==> config.mk <==
export PLATFORM = sky130hd
export DESIGN_NAME = clk_en_gen
export DESIGN_NICKNAME = d
export VERILOG_FILES = /design/src/rtl/clk_en_pkg.sv /design/src/rtl/clk_en_chan.sv /design/src/rtl/clk_en_gen.sv
export SDC_FILE = /design/constraint.sdc
export NUM_CORES = 1
export LEC_CHECK = 0
export BUFFER_PORTS_ARGS = -buffer_cell sky130_fd_sc_hd__clkbuf_2
export CAP_MARGIN = 5
export CORE_MARGIN = 4
export CORE_UTILIZATION = 45
export DETAILED_ROUTE_END_ITERATION = 8
export PLACE_DENSITY_LB_ADDON = 0.2
export SLEW_MARGIN = 5
export SYNTH_ARGS = -nofsm -noshare
export SYNTH_HDL_FRONTEND = slang
export SYNTH_SLANG_ARGS = --single-unit
export TNS_END_PERCENT = 100
==> constraint.sdc <==
create_clock -name clk -period 4.98 [get_ports clk]
set_input_delay 0.249 -clock clk [delete_from_list [all_inputs] [get_ports clk]]
set_output_delay 0.249 -clock clk [all_outputs]
set_load 0.01 [all_outputs]
==> src/rtl/clk_en_pkg.sv <==
// Shared constants and per-channel configuration record for the clock-enable generator.
package clk_en_pkg;

    localparam int DEF_CNT_W = 32;
    localparam int MIN_DIV   = 2;

    // Divisor fields are held at DEF_CNT_W; narrower counters zero-extend into them,
    // so CNT_W must not exceed DEF_CNT_W.
    typedef struct packed {
        logic [DEF_CNT_W-1:0] div;
        logic [DEF_CNT_W-1:0] sdiv;
        logic                 en;
    } chan_cfg_t;

endpackage

==> src/rtl/clk_en_chan.sv <==
// One divider channel: wrap counter with shadowed divisor, registered tick and square-wave outputs.
module clk_en_chan
    import clk_en_pkg::*;
#(
    parameter int   CNT_W   = DEF_CNT_W,
    parameter int   RST_DIV = 450,
    parameter logic RST_EN  = 1'b1
) (
    input  logic             clk,
    input  logic             rst,
    input  logic             wr,
    input  logic [CNT_W-1:0] wr_div,
    input  logic             wr_en,
    input  logic             sync,
    output logic             tick,
    output logic             clk_out
);

    localparam logic [DEF_CNT_W-1:0] RST_DIV_W = DEF_CNT_W'(RST_DIV);
    localparam logic [DEF_CNT_W-1:0] ONE       = DEF_CNT_W'(1);

    chan_cfg_t            cfg_q, cfg_d;
    logic [CNT_W-1:0]     cnt_q, cnt_d;
    logic [DEF_CNT_W-1:0] cnt_w, wr_div_w, half;
    logic                 at_end;

    assign wr_div_w = DEF_CNT_W'(wr_div);
    assign cnt_w    = DEF_CNT_W'(cnt_q);
    assign at_end   = (cnt_w == cfg_q.div - ONE);
    // ceil(div/2) without the div+1 overflow at the top of the range
    assign half     = (cfg_q.div >> 1) + DEF_CNT_W'(cfg_q.div[0]);

    always_comb begin
        cfg_d = cfg_q;
        cnt_d = cnt_q;
        if (wr) begin
            cfg_d.sdiv = wr_div_w;
            cfg_d.en   = wr_en;
            if (!cfg_q.en) begin
                cfg_d.div = wr_div_w;
            end
        end
        if (!cfg_d.en || !cfg_q.en) begin
            cnt_d = '0;
        end else if (sync || at_end) begin
            cnt_d     = '0;
            cfg_d.div = cfg_d.sdiv;
        end else begin
            cnt_d = cnt_q + CNT_W'(1);
        end
    end

    always_ff @(posedge clk) begin
        if (rst) begin
            cfg_q   <= '{div: RST_DIV_W, sdiv: RST_DIV_W, en: RST_EN};
            cnt_q   <= '0;
            tick    <= 1'b0;
            clk_out <= 1'b0;
        end else begin
            cfg_q   <= cfg_d;
            cnt_q   <= cnt_d;
            tick    <= cfg_q.en && at_end;
            clk_out <= cfg_q.en && (cnt_w < half);
        end
    end

endmodule

==> src/rtl/clk_en_gen.sv <==
// Multi-channel clock-enable generator: write decode, reject flag and sync fan-out
// around NUM_CH independent divider channels.
module clk_en_gen
    import clk_en_pkg::*;
#(
    parameter int                NUM_CH  = 4,
    parameter int                CNT_W   = DEF_CNT_W,
    parameter int                RST_DIV = 450,
    parameter logic [NUM_CH-1:0] RST_EN  = '1,
    localparam int               CH_W    = (NUM_CH > 1) ? $clog2(NUM_CH) : 1
) (
    input  logic              clk,
    input  logic              rst,
    input  logic              cfg_we,
    input  logic [CH_W-1:0]   cfg_ch,
    input  logic [CNT_W-1:0]  cfg_div,
    input  logic              cfg_en,
    input  logic              sync,
    output logic [NUM_CH-1:0] tick,
    output logic [NUM_CH-1:0] clk_out,
    output logic              cfg_err
);

    localparam logic [CH_W:0] NUM_CH_L = (CH_W+1)'(NUM_CH);

    logic ch_ok, div_ok, accept;

    assign ch_ok  = ({1'b0, cfg_ch} < NUM_CH_L);
    assign div_ok = (cfg_div >= CNT_W'(MIN_DIV));
    assign accept = cfg_we && ch_ok && div_ok;

    always_ff @(posedge clk) begin
        if (rst) begin
            cfg_err <= 1'b0;
        end else begin
            cfg_err <= cfg_we && !accept;
        end
    end

    for (genvar i = 0; i < NUM_CH; i++) begin : g_ch
        clk_en_chan #(
            .CNT_W   (CNT_W),
            .RST_DIV (RST_DIV),
            .RST_EN  (RST_EN[i])
        ) u_chan (
            .clk     (clk),
            .rst     (rst),
            .wr      (accept && (cfg_ch == CH_W'(i))),
            .wr_div  (cfg_div),
            .wr_en   (cfg_en),
            .sync    (sync),
            .tick    (tick[i]),
            .clk_out (clk_out[i])
        );
    end

endmodule

==> results.json <==
{
  "n_fill_cell": 5775,
  "place_congestion": 0.895,
  "grt_setup_unrepaired": "false",
  "worstHoldPathType": "primary input to flip-flop",
  "drive_gt1_frac": 0.0835,
  "grt_pass1_vias": 23800,
  "p_leak_nw": 10.9,
  "fin_cells": 4177,
  "cp.required_ns": 5.46,
  "grt_antenna_before_repair": 1,
  "dpl-instance-area_um2": 27500,
  "dp_hpwl_mm": 55.3,
  "drc_errors": 0,
  "dieWidth_um": 254,
  "area_growth_pct": 7.18,
  "synth_warnings": 0,
  "htreeDepth": 2,
  "synth_edf_count": 0,
  "ys.flop_type": "dfxtp_1",
  "yosysUniqueCellTypes": 83,
  "post_drt_wl_per_cell_um": 18.8,
  "grt_max_degree": 93,
  "postCtsSetupBuffers": 0,
  "syn-num-nets": 3715,
  "max_freq_mhz": 224,
  "nets": 3546,
  "cts_resized": 0,
  "core_um2": 59500,
  "grt_util_all_layers": 0.238,
  "final_area_um2": 29200,
  "cts.clk_slew.worst_paths_ns": 0.06,
  "fin_skew_ns": 0.0125,
  "antenna_left": 0,
  "cp.arrival_ns": 4.95,
  "synthCells": 3536,
  "p_total_mw": 8.03,
  "final_cell_mix": "nand2_1 (534), dfxtp_1 (397), nor2_1 (286)",
  "relSlewSlack": 0.238,
  "viasPerCell": 5.87,
  "cts_made_buffers": 46,
  "worstSetupEndpointType": "flip-flop",
  "via_count": 24500,
  "drtIter0Drc": 2090,
  "cts_tree": "built",
  "numPortBuffers": 47,
  "dieArea_um2": 64500,
  "yosysTopAreaCellShare": 0.292,
  "status": "finished clean",
  "fin_crit_ns": 4.47,
  "root_buffer": "clkbuf_16",
  "layout_commonest_cell": "nand2_1",
  "initial_core_util": 0.458,
  "ys_ff_latch": 397,
  "criticalPathCategory": "flip-flop to flip-flop",
  "dieHeight_um": 254,
  "rows": 89,
  "synth_area_um2": 27200,
  "ir_drop_mv": 0.241,
  "cts-hold-fix-buffers": 4,
  "dp.cells": 4088,
  "holdWs_ns": 0.105,
  "clock_path_buffers": 3,
  "cts.sinks": 397,
  "yosysTopAreaCell": "dfxtp_1",
  "globalRouteOverflowTotal": 0,
  "crit_fanout": 31,
  "setup_viol": 0,
  "drv_slew": 0,
  "ys_seq_area_frac": 0.292,
  "final.setup.tns_ns": 0,
  "grt_pass1_wl_mm": 127,
  "firstDrtPassIters": 6,
  "routed_wirelength_mm": 78.7,
  "ys_async_sr_fraction": 0,
  "finalHoldViolCount": 0,
  "drv_cap": 0,
  "worst_pin_slew_ns": 1.13,
  "worstSkewPairLatency_ns": 0.59,
  "synth.area.top_cells": "dfxtp_1 (29%), nand2_1 (7.4%), xnor2_1 (6.6%), ha_1 (6.4%), xor2_1 (6.0%)",
  "start_kind": "flip-flop",
  "p_per_area_nw_per_um2": 275,
  "ioPinCount": 48,
  "finalCritPeriodShare": 0.898,
  "syn_avg_cell_area_um2": 7.70
}
## layer usage
layer / vias up / GRT usage / part of all wire
met5: - / 0 / 0
met3: 155 / 0.0409 / 0.063
met2: 684 / 0.400 / 0.46
met1: 11600 / 0.309 / 0.44
met4: 0 / 0.0851 / 0.033
li1: 12000 / - / -
## kinds of logic (layout without fill, tap and decap cells)
group                      Yosys count  after routing  synth area share
AOI/OAI and AO/OA                  601            601             0.143
buffers and inverters              366            233            0.0548
xor gates and xnor gates           390            390             0.125
DFF                                397            397             0.292
other                                0              1                 0
adders and majority gates          140            140            0.0643
muxes                               85             85            0.0377
and+or+nand+nor                   1557           1557             0.283
## area by class of cell
cell class              count  area (um2)  area share
well taps                 773         967      0.0331
repair buffers             91         582      0.0199
multi-input cells        2773       17900       0.612
inverters                  58         218     0.00746
clock buffers              70        1380      0.0471
clock inverters            14         230     0.00789
flip-flops and latches    397        7950       0.272
diodes                      1        2.50   0.0000857
## per-stage QoR
step	setup slack [ns]	util
after floorplan	1.25	-
after global placement	0.607	0.463
after detailed placement	0.538	0.463
after CTS	0.522	0.491
after global routing	0.156	0.491
final	0.510	0.491
## where the power goes
part           internal [mW]  switching [mW]  total [mW]  leakage (nW)
sequential              3.27           0.149        3.42          3.22
clock                   2.21            1.42        3.63         0.784
combinational          0.369           0.611       0.980          6.86
total                   5.85            2.18        8.03          10.9
## registers in the layout, indices dropped and copies added (netlist names)
name and cells:
g_ch.u_chan.tick 4, g_ch.u_chan.cfg_q 260, cfg_err 1, g_ch.u_chan.clk_out 4, g_ch.u_chan.cnt_q 128
## synthesized netlist by cell type, drive strengths merged (21+ instances only)
cell and instances:
or3 24, nand3 141, nor2b 39, nor4 72, or4 21, xnor2 205, a21o 53, mux2 62
ha 140, xor2 185, nand4 89, o21ai 69, a222oi 32, nand2 534, dfxtp 397, and3 59
nor3 89, nand4b 38, clkbuf 253, buf 55, and2 47, nand2b 49, inv 57, mux2i 23
a21oi 279, nor2 289, o211ai 34, o221a 28
## worst max-delay path, cell delays in order, from the launching register on
cell and delay [ns]:
dfxtp_1 0.43, or4_1 0.62, nor4_4 0.15, buf_4 0.22
nand3_2 0.10, or4_1 0.54, a221oi_1 0.32, nand3_1 0.10
or4_1 0.72, a21oi_4 0.24, buf_4 0.51, mux2_2 0.39
## worst paths after layout
check                                         startpoint                       end  slack [ns]  cells after the start
worst max-delay path            g_ch[0].u_chan.cfg_q[40]  g_ch[0].u_chan.cfg_q[64]        0.51                     11
worst min-delay path                                 rst   g_ch[3].u_chan.cfg_q[4]        0.10                      2
worst max register to register  g_ch[0].u_chan.cfg_q[40]  g_ch[0].u_chan.cfg_q[64]        0.51                     11
worst min register to register   g_ch[2].u_chan.cfg_q[4]   g_ch[2].u_chan.cfg_q[4]        0.45                      2
Note: power is estimated with default switching activity, not from simulation.
